[src/rtl/seg_scan_decoder.sv]
// seg_scan_decoder: recovers 4-bit digit values from a multiplexed, active-low
// 4-digit seven-segment bus and delivers one frame per complete anode scan on
// a valid/ready output with per-digit error (and optional blank) flags.
// Optional feature macro: SEG_BLANK_EN -- when defined, an all-dark digit
// (seg_L = 1111111) is accepted as a legal blank; otherwise it is an error and
// out_blank stays 0.
module seg_scan_decoder #(
  parameter int unsigned STABLE_CYC = 4,
  parameter int unsigned CNT_W      = 8
) (
  input  logic        clk,
  input  logic        rst_n,
  input  logic [6:0]  seg_L,
  input  logic [3:0]  an_L,
  output logic        out_valid,
  input  logic        out_ready,
  output logic [15:0] out_digits,
  output logic [3:0]  out_err,
  output logic [3:0]  out_blank,
  output logic        overrun
);

  localparam int unsigned NDIG  = 4;
  localparam int unsigned DIG_W = 4;
  localparam int unsigned SEG_W = 7;
  localparam int unsigned SMP_W = NDIG + SEG_W;
  localparam int unsigned FRM_W = NDIG * DIG_W;
  localparam logic [CNT_W-1:0] STABLE = CNT_W'(STABLE_CYC);

  // Sample tracking state
  logic [SMP_W-1:0] prev_q;
  logic [CNT_W-1:0] cnt_q;
  logic [CNT_W-1:0] cnt_d;

  // Frame under assembly
  logic [FRM_W-1:0] slot_dig_q;
  logic [NDIG-1:0]  slot_err_q;
  logic [NDIG-1:0]  slot_blank_q;
  logic [NDIG-1:0]  mask_q;
  logic [FRM_W-1:0] slot_dig_d;
  logic [NDIG-1:0]  slot_err_d;
  logic [NDIG-1:0]  slot_blank_d;
  logic [NDIG-1:0]  mask_d;

  // Output-side next state
  logic             valid_d;
  logic [FRM_W-1:0] digits_d;
  logic [NDIG-1:0]  err_d;
  logic [NDIG-1:0]  blank_d;
  logic             overrun_d;

  // Combinational decode / control
  logic             an_valid_c;
  logic [1:0]       an_idx_c;
  logic             same_c;
  logic             capture_c;
  logic [DIG_W-1:0] dec_val_c;
  logic             dec_err_c;
  logic             dec_blank_c;
  logic             frame_done_c;
  logic             load_c;
  logic             accept_c;

  // Anode select: exactly one low line is a valid selection
  always_comb begin
    an_valid_c = 1'b0;
    an_idx_c   = 2'd0;
    case (an_L)
      4'b1110: begin an_valid_c = 1'b1; an_idx_c = 2'd0; end
      4'b1101: begin an_valid_c = 1'b1; an_idx_c = 2'd1; end
      4'b1011: begin an_valid_c = 1'b1; an_idx_c = 2'd2; end
      4'b0111: begin an_valid_c = 1'b1; an_idx_c = 2'd3; end
      default: begin an_valid_c = 1'b0; an_idx_c = 2'd0; end
    endcase
  end

  // Glyph decode of the current segment pattern
  always_comb begin
    dec_val_c   = 4'h0;
    dec_err_c   = 1'b0;
    dec_blank_c = 1'b0;
    case (seg_L)
      7'b1000000: dec_val_c = 4'h0;
      7'b1111001: dec_val_c = 4'h1;
      7'b0100100: dec_val_c = 4'h2;
      7'b0110000: dec_val_c = 4'h3;
      7'b0011001: dec_val_c = 4'h4;
      7'b0010010: dec_val_c = 4'h5;
      7'b0000010: dec_val_c = 4'h6;
      7'b1111000: dec_val_c = 4'h7;
      7'b0000000: dec_val_c = 4'h8;
      7'b0010000: dec_val_c = 4'h9;
      7'b0001000: dec_val_c = 4'hA;
      7'b0000011: dec_val_c = 4'hB;
      7'b1000110: dec_val_c = 4'hC;
      7'b0100001: dec_val_c = 4'hD;
      7'b0000110: dec_val_c = 4'hE;
      7'b0001110: dec_val_c = 4'hF;
`ifdef SEG_BLANK_EN
      7'b1111111: dec_blank_c = 1'b1;
`endif
      default:    dec_err_c = 1'b1;
    endcase
  end

  // Stability counter and single capture per dwell
  always_comb begin
    same_c = ({an_L, seg_L} == prev_q);
    if (same_c && an_valid_c) begin
      cnt_d = (cnt_q == STABLE) ? cnt_q : cnt_q + CNT_W'(1);
    end else begin
      cnt_d = an_valid_c ? CNT_W'(1) : CNT_W'(0);
    end
    // Saturated and unchanged means this dwell was already captured
    capture_c = an_valid_c && (cnt_d == STABLE) && !(same_c && (cnt_q == STABLE));
  end

  // Frame assembly, completion and output handshake
  always_comb begin
    slot_dig_d   = slot_dig_q;
    slot_err_d   = slot_err_q;
    slot_blank_d = slot_blank_q;
    mask_d       = mask_q;
    frame_done_c = 1'b0;
    if (capture_c) begin
      slot_dig_d[{an_idx_c, 2'b00} +: DIG_W] = dec_val_c;
      slot_err_d[an_idx_c]                   = dec_err_c;
      slot_blank_d[an_idx_c]                 = dec_blank_c;
      mask_d[an_idx_c]                       = 1'b1;
      if (mask_d == {NDIG{1'b1}}) begin
        frame_done_c = 1'b1;
        mask_d       = '0;
      end
    end

    accept_c  = out_valid && out_ready;
    load_c    = frame_done_c && (!out_valid || out_ready);
    overrun_d = frame_done_c && !load_c;

    valid_d  = out_valid;
    digits_d = out_digits;
    err_d    = out_err;
    blank_d  = out_blank;
    if (load_c) begin
      valid_d  = 1'b1;
      digits_d = slot_dig_d;
      err_d    = slot_err_d;
      blank_d  = slot_blank_d;
    end else if (accept_c) begin
      valid_d = 1'b0;
    end
  end

  // Sample tracking registers
  always_ff @(posedge clk or negedge rst_n) begin
    if (!rst_n) begin
      prev_q <= {SMP_W{1'b1}};
      cnt_q  <= '0;
    end else begin
      prev_q <= {an_L, seg_L};
      cnt_q  <= cnt_d;
    end
  end

  // Partial-frame registers
  always_ff @(posedge clk or negedge rst_n) begin
    if (!rst_n) begin
      slot_dig_q   <= '0;
      slot_err_q   <= '0;
      slot_blank_q <= '0;
      mask_q       <= '0;
    end else begin
      slot_dig_q   <= slot_dig_d;
      slot_err_q   <= slot_err_d;
      slot_blank_q <= slot_blank_d;
      mask_q       <= mask_d;
    end
  end

  // Output registers
  always_ff @(posedge clk or negedge rst_n) begin
    if (!rst_n) begin
      out_valid  <= 1'b0;
      out_digits <= '0;
      out_err    <= '0;
      out_blank  <= '0;
      overrun    <= 1'b0;
    end else begin
      out_valid  <= valid_d;
      out_digits <= digits_d;
      out_err    <= err_d;
      out_blank  <= blank_d;
      overrun    <= overrun_d;
    end
  end

endmodule

[config.mk]
export PLATFORM = sky130hd
export DESIGN_NAME = seg_scan_decoder
export DESIGN_NICKNAME = d
export VERILOG_FILES = /design/src/rtl/seg_scan_decoder.sv
export SDC_FILE = /design/constraint.sdc
export NUM_CORES = 1
export LEC_CHECK = 0
export ABC_AREA = 1
export BUFFER_PORTS_ARGS = -buffer_cell sky130_fd_sc_hd__buf_4
export CAP_MARGIN = 15
export CORE_ASPECT_RATIO = 2
export CORE_MARGIN = 3
export CORE_UTILIZATION = 50
export DETAILED_ROUTE_END_ITERATION = 16
export GPL_ROUTABILITY_DRIVEN = 0
export GPL_TIMING_DRIVEN = 0
export HOLD_SLACK_MARGIN = 0.15
export PLACE_DENSITY = 0.79
export SETUP_SLACK_MARGIN = 0.5
export SLEW_MARGIN = 10
export SYNTH_ARGS = -nofsm -noshare
export SYNTH_HDL_FRONTEND = slang
export SYNTH_SLANG_ARGS = --single-unit
[constraint.sdc]
create_clock -name clk -period 2.15 [get_ports clk]
set_clock_uncertainty 0.15 [all_clocks]
set_input_delay 0.1075 -clock clk [delete_from_list [all_inputs] [get_ports clk]]
set_output_delay 0.1075 -clock clk [all_outputs]
set_load 0.01 [all_outputs]
=== After elaboration in Yosys (flattened, before gate mapping) ===
Cells that the tools add are included.

* $add $sub $neg: 2
* Magnitude comparators: 2
* Eq/ne operators: 23
* Shift operators: 2
* Mux-type cells: 19
* Bitwise gates (word level): 3
* Reductions and logical operators: 16

{| class="wikitable"
|+ Operators with widths
! operator !! count
|-
| $pmux W4 S15 || 1
|-
| $eq A7 B7 Y1 const B || 4
|-
| $eq A7 B5 Y1 const B || 3
|-
| $eq A7 B6 Y1 const B || 3
|-
| $bwmux W16 || 1
|-
| $eq A4 B4 Y1 const B || 4
|-
| $eq A8 B3 Y1 const B || 2
|-
| $mux W16 || 1
|-
| $mux W8 || 2
|-
| $reduce_or A16 Y1 || 1
|-
| $shift A4 B6 Y16 const A || 1
|-
| $shiftx A4 B6 Y16 || 1
|-
| $eq A7 B2 Y1 const B || 2
|-
| $eq A7 B4 Y1 const B || 2
|-
| $mux W4 || 3
|-
| $eq A11 B11 Y1 || 1
|-
| $add A8 B1 Y8 const B || 1
|-
| $logic_and A1 B1 Y1 || 8
|-
| $mux W1 || 8
|-
| $eq A7 B3 Y1 const B || 1
|-
| $logic_not A7 Y1 || 1
|-
| $neg A4 Y6 || 1
|-
| $pmux W2 S3 || 1
|-
| $and A4 B4 Y4 || 1
|-
| other kinds (11) || 13
|}

* Register bits after elaboration: 73
* Input bits: 14
* Output and inout port bits: 26
* Logic and storage cells: 78

=== Longest topological paths before layout ===
Gate-level depths: netlist (run 1).

* Word-level depth: 13
* Mapped depth: 16

=== Least setup slack after synthesis (run 1) ===
No wires, ideal clock.

* Kind: input -> register
* Start point: input an_L[3]
* End point: register out_digits[0]
* Library setup time: 0.117 ns
* Arrival: 1.846 ns
* Required time: 1.883 ns
* Path slack: 0.037 ns
* Stages: 11
* Buffers on the path: 2
* Cell sequence: nand2_2 -> inv_1 -> a31oi_1 -> ha_1 -> nor2_1 -> nor4_1 -> nand4_2 -> buf_6 -> buf_2 -> nand2_1 -> nand2_1

* Longest elaborated chain between the ends: 11
* Elaborated cells between the ends (all ways): 31
* Those cells by class: add/sub (1); order compare (2); eq/ne (7); shift (2); mux (10); bitwise (1); reduce/logical (8)

{| class="wikitable"
|+ Ends and longest elaborated chain
! item !! RTL line !! source
|-
| from (decl) || 14 || <nowiki>input logic [3:0] an_L,</nowiki>
|-
| $eq A4 B3 Y1 or $eq A4 B4 Y1 (tied branches) || 68 || <nowiki>case (an_L)</nowiki>
|-
| $pmux W2 S3 || 68 ||
|-
| $lt A2 B3 Y1 (implied by the code) or $ge A2 B1 Y1 (tied branches) || 129 || <nowiki>mask_d[an_idx_c] = 1'b1;</nowiki>
|-
| $logic_and A1 B1 Y1 (implied by the code) || 129 ||
|-
| $mux W1 (implied by the code) || 129 ||
|-
| $demux W1 S2 || 129 ||
|-
| $or A4 B4 Y4 (no source line) || n/a ||
|-
| $eq A4 B4 Y1 || 130 || <nowiki>if (mask_d == {NDIG{1'b1}}) begin</nowiki>
|-
| $mux W1 || 130 ||
|-
| $mux W1 || 125 || <nowiki>if (capture_c) begin</nowiki>
|-
| $logic_and A1 B1 Y1 || 137 || <nowiki>load_c = frame_done_c && (!out_valid || out_ready);</nowiki>
|-
| to (signal assigned) || 190 || <nowiki>out_digits <= digits_d;</nowiki>
|-
| to (decl) || 17 || <nowiki>output logic [15:0] out_digits,</nowiki>
|}

Several ways; a longest one is shown, not always the timed one.
A chain may end at the register's enable or synchronous reset.

=== Worst setup path in the final report (run 1) ===
* Start point: register cnt_q[0]
* End point: register out_digits[10]

* Longest elaborated chain between the ends: 8
* Elaborated cells between the ends (all ways): 12
* Those cells by class: add/sub (1); eq/ne (2); mux (4); reduce/logical (5)

{| class="wikitable"
|+ Ends and longest elaborated chain
! item !! RTL line !! source
|-
| from (decl) || 32 || <nowiki>logic [CNT_W-1:0] cnt_q;</nowiki>
|-
| from (signal assigned) || 161 || <nowiki>cnt_q <= cnt_d;</nowiki>
|-
| $add A8 B1 Y8 or $eq A8 B3 Y1 (tied branches) || 110, 115 ||
|-
| $mux W8 || 110 || <nowiki>cnt_d = (cnt_q == STABLE) ? cnt_q : cnt_q + CNT_W'(1);</nowiki>
|-
| $mux W8 || 109 || <nowiki>if (same_c && an_valid_c) begin</nowiki>
|-
| $eq A8 B3 Y1 || 115 || <nowiki>capture_c = an_valid_c && (cnt_d == STABLE) && !(same_c && (cnt_q == STABLE));</nowiki>
|-
| $logic_and A1 B1 Y1 || 115 ||
|-
| $logic_and A1 B1 Y1 * || 115 ||
|-
| $mux W1 || 125 ||
|-
| $logic_and A1 B1 Y1 || 137 ||
|}

Mark *: on every way between the ends. The rest lies on a longest branch, timed or not.

==> results of run 1 <==
[final cells by class]
cell class | instances | area [µm²] | area share [%]
Inverter | 53 | 199 | 3.90
Buffer | 11 | 128 | 2.50
Timing Repair Buffer | 69 | 594 | 11.7
Sequential cell | 73 | 1840 | 36.1
Clock buffer | 12 | 246 | 4.84
Clock inverter | 3 | 65.1 | 1.28
Multi-Input combinational cell | 354 | 1910 | 37.4
Tap cell | 92 | 115 | 2.26
[worst paths after layout]
check / from / endpoint / cells past startpoint
max in group asynchronous: rst_n / cnt_q[0] / 2
setup reg to reg: cnt_q[0] / out_digits[10] / 15
hold reg to reg: slot_blank_q[2] / slot_blank_q[2] / 2
setup / recovery: cnt_q[0] / out_digits[10] / 15
min in group asynchronous: rst_n / out_digits[7] / 2
hold / removal: seg_L[3] / cnt_q[5] / 6
[cell usage after synthesis (5+ instances only)]
master     n
a21oi_1    6
buf_6      7
dfrtp_1   62
dfstp_2   11
ha_1       9
inv_1     47
inv_2      6
nand2_1  171
nand2_2   24
nand3_1   30
nand4_1   25
nor2_1    52
nor2_2     5
nor3_1     7
o21ai_0    8
xnor2_1    6
[kinds of logic (layout without fill, tap and decap cells)]
| group | Yosys count | in the layout | synth area share [%] |
|---|---|---|---|
| compound gates | 16 | 16 | 2.12 |
| xor+xnor | 9 | 9 | 2.05 |
| fa+ha+maj | 9 | 9 | 2.94 |
| buf+inv | 64 | 148 | 7.76 |
| flops | 73 | 73 | 48.0 |
| simple gates | 320 | 320 | 37.1 |
[state kept, by name (all words and copies together) (netlist names)]
register	count
mask_q	4
out_valid	1
slot_err_q	4
overrun	1
out_blank	4
prev_q	11
slot_dig_q	16
out_digits	16
slot_blank_q	4
out_err	4
cnt_q	8
[layer usage]
metal,share of wire [%],GRT usage (%),vias to the layer above
li1,-,-,1710
met1,37,26.5,1650
met2,56,41.4,101
met3,3.6,4.74,27
met4,3.3,12.1,0
met5,0,0,-
[power by group]
group          switching [µW]  total [µW]  internal, µW
logic                     177         277          99.6
clock network             534        1570          1040
registers                8.57        1400          1400
total                     719        3250          2530
[critical path: cells and delay by family (launching register included)]
family        cells  cell delay (ps)
fa+ha+maj         1              180
buf+inv           4              460
flops             1              410
simple gates     10             1080
[per-stage QoR]
stage / cells / worst slack, ps / hold slack, ps / utilization, %
global route: 667 / -394 / 206 / 69.1
floorplan: 491 / 120 / -338 / -
global placement: 622 / -205 / 102 / 58.0
detailed placement: 622 / -321 / 101 / 58.0
CTS: 659 / -181 / 158 / 66.6
finish: 667 / -272 / 184 / 69.1
[timing repair]
item / CTS / global route
setup endpoints to repair: 54 / 58
pin swaps: 17 / 33
hold endpoints to repair: 76 / 0
hold buffers: 13 / 0
gates resized for setup: 45 / 32
setup buffers: 4 / 7
gates cloned: 5 / 1
==> impl_metrics.csv, run 1 <==
group,metric,value,unit
critical_path,crit_type,"flip-flop to flip-flop",
sta,final.setup.tns,-8900,ps
power_and_ir_drop,power_density,639,mW/mm²
logic_synthesis,netlist.area_leader.share,40.4,%
finish,fin_area,0.00509,mm²
finish,insertedDiodeCount,0,
critical_path,cp-end-kind,"flip-flop",
finish,final_nets,594,
placement,place_area,0.00428,mm²
cts,insertion_delay,330,ps
floorplanning,die_area,0.00882,mm²
floorplanning,io_pins,40,
logic_synthesis,syn_inst,491,
outcome,violations,"negative setup slack",
cts,clock-sinks,73,
sta,worst_pin_slew,913,ps
critical_path,startpoint_type,"flip-flop",
logic_synthesis,synth_top_area_cell,"dfrtp_1",
global_route,overflow,0,
placement,numPortBuffers,39,
sta,setup-violations-final,54,
critical_path,critPathArrivalTime,2490,ps
sta,rsz0062_at_grt,"true",
cts,clkTransAtPathRegs,50,ps
drt,detail-route-antenna-nets,0,
sta,slew_violations,0,
power_and_ir_drop,leakagePower,0.00268,µW
global_route,grt_usage,23.8,%
cts,htreeDepth,3,
logic_synthesis,synthesis.area,0.00384,mm²
global_route,grt_pass1_vias,3544,
critical_path,cp_slowest_stage_delay,410,ps
sta,slew_headroom,39.1,%
finish,final_common_cell,"nand2_1",
logic_synthesis,ys_ff_latch,73,
cts,cts_tree,"yes",
logic_synthesis,synthFlopType,"dfrtp_1",
floorplanning,rows,44,
sta,max_freq,413,MHz
logic_synthesis,synth_cell_type_count,26,
drt,routed_wl,9750,µm
critical_path,critPathSlowestCell,"dfrtp_1",
power_and_ir_drop,ir_worst_vdd,533,µV
drt,vias,3488,
critical_path,path_max_fanout,7,
logic_synthesis,synthTopCellsByArea,"dfrtp_1 (40%), nand2_1 (17%), dfstp_2 (7.5%), nor2_1 (5.1%), inv_1 (4.6%)",
critical_path,r2r_slack,-270,ps
power_and_ir_drop,p_total,3250,µW
logic_synthesis,synth_warnings,0,
critical_path,crit_chain,"inv_1 -> ha_2 -> nand2_2 -> nor2_2 -> nand2_2 -> nand2_2 -> nand2_2 -> inv_2 -> nand4_1 -> nor2_4 -> nand4_4 -> buf_6 -> clkbuf_16 -> nand2_1 -> nand2_1",
finish,area_growth_syn_to_layout,32.8,%
sta,timing.final.hold_violations,0,
logic_synthesis,synth_nets,514,
logic_synthesis,async_reset_ff_share,100,%
sta,fin_ws,-272,ps
drt,drtPass1Iterations,4,
floorplanning,start_util,52.0,%
finish,fillers,565,
cts,cts_root_buf,"clkbuf_16",
run,cap_violations,0,
critical_path,required,2220,ps
drt,drt_iter0_drc,199,
drt,avgViaCountPerCell,5.23,
finish,most-common-layout-cells,"nand2_1 (141), dfrtp_1 (62), nand2_2 (53), buf_4 (49), nor2_1 (48)",
outcome,status,"finished, violations left",
drt,wl_per_cell,14.6,µm
worst_hold_path,hp-class,"primary input to flip-flop",
cts,cts_buffer_depth,2,
logic_synthesis,yosysSeqAreaShare,48.0,%
critical_path,cpMostUsedCell,"nand2_2",
floorplanning,coreArea,0.00738,mm²
floorplanning,die_h,130,µm
finish,drive_gt1_share,31.5,%
global_route,grt_first_pass_wirelength,15900,µm
global_route,grt_max_degree,74,
sta,period_share,113,%
global_route,antenna_found_initial,0,
floorplanning,die_w,67.9,µm
logic_synthesis,synth_edf_count,0,
drt,drc_errors,0,
sta,layout_min_cycle_time,2420,ps
logic_synthesis,syn_avg_cell_area,7.81,µm²
cts,cts_buffers,9,
placement,hpwlAfterDp,6170,µm
Power figures use the tool's default switching activity.
==> inputs of run 2 (changes only) <==
--- a/config.mk
+++ b/config.mk
@@ -13,7 +13,7 @@
 export CORE_UTILIZATION = 50
 export DETAILED_ROUTE_END_ITERATION = 16
 export GPL_ROUTABILITY_DRIVEN = 0
-export GPL_TIMING_DRIVEN = 0
+export GPL_TIMING_DRIVEN = 1
 export HOLD_SLACK_MARGIN = 0.15
 export PLACE_DENSITY = 0.79
 export SETUP_SLACK_MARGIN = 0.5
==> constraint.sdc (replaced) <==
create_clock -name clk -period 2.15 [get_ports clk]
set_clock_uncertainty 0.15 [all_clocks]
set_input_delay 0.43 -clock clk [delete_from_list [all_inputs] [get_ports clk]]
set_output_delay 0.43 -clock clk [all_outputs]
set_load 0.01 [all_outputs]
==> run 2 against run 1 <==
Effect of this change: the flow still finishes with violations (negative setup slack); core utilization rose by 9.3 points; fmax shrank 8.6%; wire length rose by 34%; clock power is 3% higher; critical endpoint is now out_digits[7].
==> impl_metrics.csv, run 2 (same netlist as run 1, synthesis figures left out) <==
group,metric,value,unit
cts,clock-sinks,73,
critical_path,startpoint,"prev_q[9]",
power_and_ir_drop,p_sw,852,µW
sta,period_share,123,%
critical_path,cp_slowest_stage_delay,540,ps
critical_path,critPathTopFamily,"simple AND/OR/NAND/NOR gates",
drt,drt_iter0_drc,386,
outcome,violations,"negative setup slack",
sta,fin_ws,-500,ps
critical_path,cpMostUsedCell,"nand2_1",
power_and_ir_drop,power_frac_seq,40.7,%
power_and_ir_drop,ir_worst_vdd,514,µV
floorplanning,coreArea,0.00738,mm²
floorplanning,die_area,0.00882,mm²
power_and_ir_drop,power_frac_clock,47.1,%
floorplanning,rows,44,
placement,placedCellCount,673,
finish,fin_area,0.00578,mm²
critical_path,crit_type,"flip-flop to flip-flop",
critical_path,required,2230,ps
drt,wl_per_cell,18.3,µm
finish,drive_gt1_share,42.5,%
floorplanning,start_util,52.0,%
finish,area_growth_syn_to_layout,50.7,%
global_route,grt_first_pass_wirelength,18400,µm
cts,cts_buffers,9,
sta,layout_min_cycle_time,2650,ps
worst_hold_path,hp-class,"primary input to flip-flop",
global_route,grt_max_degree,39,
critical_path,rr_startpoint,"prev_q[9]",
outcome,status,"finished, violations left",
power_and_ir_drop,power_frac_comb,12.2,%
cts,cts_tree,"yes",
critical_path,r2r_slack,-500,ps
global_route,grt_usage,27.8,%
sta,max_freq,377,MHz
cts,cts_buffer_depth,2,
cts,insertion_delay,340,ps
placement,hpwlAfterDp,6950,µm
global_route,antenna_found_initial,0,
critical_path,cp-end-kind,"flip-flop",
cts,cts_root_buf,"clkbuf_16",
finish,final_common_cell,"nand2_1",
sta,setup-violations-final,55,
floorplanning,io_pins,40,
global_route,overflow,0,
placement,numPortBuffers,39,
drt,avgViaCountPerCell,5.75,
finish,layout.cells.non_filler,716,
power_and_ir_drop,p_sw_share,24.7,%
run,cap_violations,0,
critical_path,critPathArrivalTime,2730,ps
drt,routed_wl,13100,µm
sta,slew_violations,0,
power_and_ir_drop,leakagePower,0.00299,µW
sta,rsz0062_at_grt,"true",
drt,drc_errors,0,
cts,htreeDepth,3,
drt,detail-route-antenna-nets,0,
drt,drtPass1Iterations,5,
power_and_ir_drop,power_density,597,mW/mm²
sta,timing.final.hold_violations,0,
critical_path,critPathSlowestCell,"dfstp_2",
sta,worst_pin_slew,489,ps
finish,reg_top3,"out_digits: 16 flops, slot_dig_q: 16 flops, prev_q: 11 flops",
global_route,grt_pass1_vias,4060,
placement,place_area,0.00480,mm²
worst_hold_path,hp-start,"seg_L[3]",
finish,final_nets,642,
cts,clkTransAtPathRegs,60,ps
finish,insertedDiodeCount,0,
sta,slew_headroom,67.1,%
finish,fillers,432,
floorplanning,die_w,67.9,µm
critical_path,path_max_fanout,7,
placement,place_ws,-313,ps
power_and_ir_drop,power.internal,2600,µW
critical_path,startpoint_type,"flip-flop",
drt,vias,4115,
floorplanning,die_h,130,µm
finish,most-common-layout-cells,"nand2_1 (135), buf_4 (96), dfrtp_1 (62), nand2_2 (53), nor2_1 (39)",
critical_path,cp_num_buf_inv,2,
critical_path,crit_chain,"nand2_1 -> nand2_1 -> nand2_1 -> nor2_1 -> nand2_1 -> nor2_2 -> nand4_1 -> nor2_2 -> buf_6 -> buf_12 -> nand3_4 -> nand2_2 -> nand2_2 -> nand2_4 -> nand2_2",
==> run 2: cell types whose count changed in the layout (fill, tap and decap cells not counted), sizes merged <==
cell,change
clkinvlp,+1
clkbuf,-1
inv,+1
dlygate4sd3,-6
clkinv,+1
buf,+53
==> run 2: per-layer routing <==
metal	GRT usage, %	up-vias	part of all wire [%]	wire length [µm]
met5	0	-	0	0
met4	19.0	0	6.7	877
met3	4.48	90	5.3	694
met2	48.9	233	53	6950
met1	28.8	1988	35	4580
li1	-	1804	-	-
==> run 2: path summary, 6_finish.rpt <==
| kind | to | cells after the start |
|---|---|---|
| min in group asynchronous | out_digits[11] | 2 |
| max in group asynchronous | prev_q[4] | 3 |
| setup reg to reg | out_digits[7] | 15 |
| setup / recovery | out_digits[7] | 15 |
| hold / removal | prev_q[3] | 2 |
| hold reg to reg | out_digits[12] | 2 |
==> run 2: worst register-to-register path: cells and delay by family, from the launching register on <==
| family | cells | cell delay [ps] |
|---|---|---|
| buffers and inverters | 2 | 370 |
| flip-flops | 1 | 540 |
| AND/OR/NAND/NOR | 13 | 1480 |
==> run 2: stage by stage <==
stage	util (%)	hold slack, ps	setup TNS (ps)	power, µW
floorplan	-	-15.6	0	1580
CTS	73.1	168	-7450	3390
global placement	65.1	263	-7410	1730
finish	78.4	170	-20990	3450
global route	78.4	177	-29040	3550
detailed placement	65.1	271	-11670	1740
==> run 2: timing repair <==
item,4_1_cts,5_1_grt
setup endpoints to repair,57,62
pin swaps,9,39
setup buffers,8,7
hold endpoints to repair,38,0
cloned,2,3
gates resized for setup,28,77
hold buffers,7,0
==> run 2: area by class of cell <==
type	count	area, µm²	share of cell area [%]
multi-input combinational	354	2080	36.0
tap	92	115	1.99
clock buffer	10	229	3.96
sequential	73	1840	31.8
timing repair buffer	128	1220	21.1
inverter	53	209	3.61
clock inverter	6	90.1	1.56
==> run 2: power by group through the flow <==
stage | Combinational [µW] | Sequential (µW) | Clock [µW]
after CTS | 357 | 1400 | 1630
after global routing | 449 | 1410 | 1690
after detailed placement | 317 | 1430 | 0
after floorplan | 152 | 1430 | 0
after global placement | 305 | 1430 | 0
final | 420 | 1410 | 1620
==> inputs of run 3 (changes only) <==
--- a/config.mk
+++ b/config.mk
@@ -11,12 +11,14 @@
 export CORE_ASPECT_RATIO = 2
 export CORE_MARGIN = 3
 export CORE_UTILIZATION = 50
+export CTS_CLUSTER_SIZE = 8
 export DETAILED_ROUTE_END_ITERATION = 16
 export GPL_ROUTABILITY_DRIVEN = 0
 export GPL_TIMING_DRIVEN = 1
 export HOLD_SLACK_MARGIN = 0.15
 export PLACE_DENSITY = 0.79
 export SETUP_SLACK_MARGIN = 0.5
+export SKIP_LAST_GASP = 1
 export SLEW_MARGIN = 10
 export SYNTH_ARGS = -nofsm -noshare
 export SYNTH_HDL_FRONTEND = slang
==> run 3 against run 2 <==
Effect of this change: the flow still finishes with violations (negative setup slack); worst hold slack got worse by 5.3 ps; die area did not move; final cell count rose by 0.70%; clock-buffer cell count did not move; highest routed layer unchanged.
==> impl_metrics.csv, run 3 (same netlist as run 1, synthesis figures left out) <==
group,metric,value,unit
outcome,status,"finished, violations left",
outcome,violations,"negative setup slack",
critical_path,cp_num_buf_inv,4,
global_route,grt_max_degree,39,
placement,numPortBuffers,39,
finish,drive_gt1_share,43.4,%
placement,hpwlAfterDp,6950,µm
power_and_ir_drop,power_frac_seq,40.4,%
floorplanning,rows,44,
critical_path,startpoint_type,"flip-flop",
cts,cts_root_buf,"clkbuf_16",
sta,final.setup.tns,-25020,ps
sta,timing.final.hold_violations,0,
power_and_ir_drop,ir_worst_vdd,547,µV
floorplanning,io_pins,40,
global_route,antenna_found_initial,0,
power_and_ir_drop,power_frac_clock,47.2,%
critical_path,critPathArrivalTime,2810,ps
placement,placedCellCount,673,
drt,avgViaCountPerCell,5.90,
floorplanning,die_h,130,µm
global_route,grt_usage,27.7,%
floorplanning,coreArea,0.00738,mm²
drt,vias,4253,
drt,wl_per_cell,19.6,µm
drt,drt_iter0_drc,409,
worst_hold_path,hp-class,"primary input to flip-flop",
cts,clock-sinks,73,
finish,area_growth_syn_to_layout,52.7,%
critical_path,required,2230,ps
critical_path,path_max_fanout,7,
critical_path,crit_type,"flip-flop to flip-flop",
sta,rsz0062_at_grt,"true",
cts,cts_buffer_depth,2,
cts,clkTransAtPathRegs,60,ps
floorplanning,die_w,67.9,µm
critical_path,rr_startpoint,"cnt_q[1]",
finish,final_nets,647,
critical_path,rr_worst_depth,14,
sta,fin_ws,-576,ps
finish,layout.cells.non_filler,721,
sta,timing.hold.ws,165,ps
sta,period_share,127,%
worst_hold_path,hold_depth,2,
power_and_ir_drop,p_sw_share,25.1,%
power_and_ir_drop,power_frac_comb,12.3,%
run,cap_violations,0,
drt,drc_errors,0,
global_route,grt_first_pass_wirelength,18400,µm
cts,insertion_delay,350,ps
sta,slew_violations,0,
worst_hold_path,hp-start,"seg_L[3]",
drt,drtPass1Iterations,6,
power_and_ir_drop,power_density,593,mW/mm²
critical_path,r2r_slack,-580,ps
sta,slew_headroom,67.3,%
finish,final_common_cell,"nand2_1",
sta,layout_min_cycle_time,2730,ps
global_route,grt_pass1_vias,4027,
finish,reg_top3,"out_digits: 16 flops, slot_dig_q: 16 flops, prev_q: 11 flops",
placement,place_area,0.00480,mm²
critical_path,cpMostUsedCell,"nand2_1",
finish,most-common-layout-cells,"nand2_1 (133), buf_4 (98), dfrtp_1 (62), nand2_2 (55), nor2_1 (42)",
power_and_ir_drop,power.internal,2600,µW
floorplanning,start_util,52.0,%
sta,worst_pin_slew,486,ps
critical_path,critPathTopFamily,"simple AND/OR/NAND/NOR gates",
drt,detail-route-antenna-nets,0,
global_route,overflow,0,
critical_path,cp-end-kind,"flip-flop",
cts,cts_buffers,9,
cts,cts_tree,"yes",
drt,routed_wl,14100,µm
critical_path,cp_slowest_stage_delay,420,ps
finish,fillers,429,
worst_hold_path,hold-path-endpoint,"prev_q[3]",
sta,max_freq,367,MHz
finish,fin_area,0.00586,mm²
critical_path,crit_chain,"buf_4 -> ha_4 -> nand2_4 -> inv_4 -> o21ai_0 -> nand4_1 -> nor2_2 -> buf_6 -> buf_12 -> nand3_4 -> nand2_1 -> nand2_2 -> nand2_1 -> nand2_1",
cts,htreeDepth,3,
critical_path,critPathSlowestCell,"dfrtp_1",
power_and_ir_drop,leakagePower,0.00307,µW
finish,postLayoutCoreUtil,79.4,%
floorplanning,die_area,0.00882,mm²
power_and_ir_drop,p_sw,874,µW
finish,insertedDiodeCount,0,
sta,setup-violations-final,55,
critical_path,r2r-end,"out_digits[6]",
-- run 3: how the worst max path moves through the flow --
stage,start,end,slack [ps],depth (start not counted)
CTS,cnt_q[1],out_err[2],-210,15
detailed placement,an_L[3],out_blank[1],-310,13
floorplan,an_L[1],out_digits[0],40,11
global placement,an_L[1],out_err[2],-220,16
finish,cnt_q[1],out_digits[6],-580,14
global route,cnt_q[1],out_digits[6],-600,14
-- run 3: routing by layer --
| layer | global-route usage [%] | share of wire (%) |
|---|---|---|
| met1 | 29.6 | 33 |
| met2 | 48.2 | 52 |
| met3 | 4.65 | 7.4 |
| met4 | 17.9 | 7.1 |
| met5 | 0 | 0 |
-- run 3: what timing repair did --
item | CTS | global route
hold endpoints to repair | 38 | 0
setup buffers | 8 | 12
cloned | 2 | 3
pin swaps | 9 | 35
hold buffers | 7 | 0
endpoints found under the setup margin | 57 | 62
gates resized for setup | 20 | 89
-- run 3: metrics by stage --
stage	setup slack, ps	total power (µW)
3_5_place_dp	-313	1740
4_1_cts	-214	3380
3_3_place_gp	-219	1730
5_1_grt	-596	3560
2_1_floorplan	41.6	1580
6_report	-576	3480
-- run 3: final cells by class --
| cell class | instances | area [µm²] | area share (%) |
|---|---|---|---|
| clock inverters | 6 | 90.1 | 1.54 |
| inverters | 53 | 211 | 3.61 |
| clock buffers | 10 | 229 | 3.91 |
| repair buffers | 133 | 1270 | 21.6 |
| well taps | 92 | 115 | 1.97 |
| flip-flops and latches | 73 | 1840 | 31.4 |
| multi-input cells | 354 | 2100 | 35.9 |
-- run 3: worst reg2reg max path, cell delays in order (launching register included) --
cell	delay, ps
dfrtp_1	420
buf_4	160
ha_4	160
nand2_4	90
inv_4	50
o21ai_0	410
nand4_1	210
nor2_2	160
buf_6	190
buf_12	160
nand3_4	110
nand2_1	130
nand2_2	70
nand2_1	70
nand2_1	70
-- run 3: power groups by stage --
stage / clock network (µW) / logic (µW) / registers, µW
after global placement: 0 / 305 / 1430
final: 1640 / 429 / 1410
after floorplan: 0 / 152 / 1430
after detailed placement: 0 / 317 / 1430
after CTS: 1630 / 355 / 1400
after global routing: 1700 / 456 / 1410
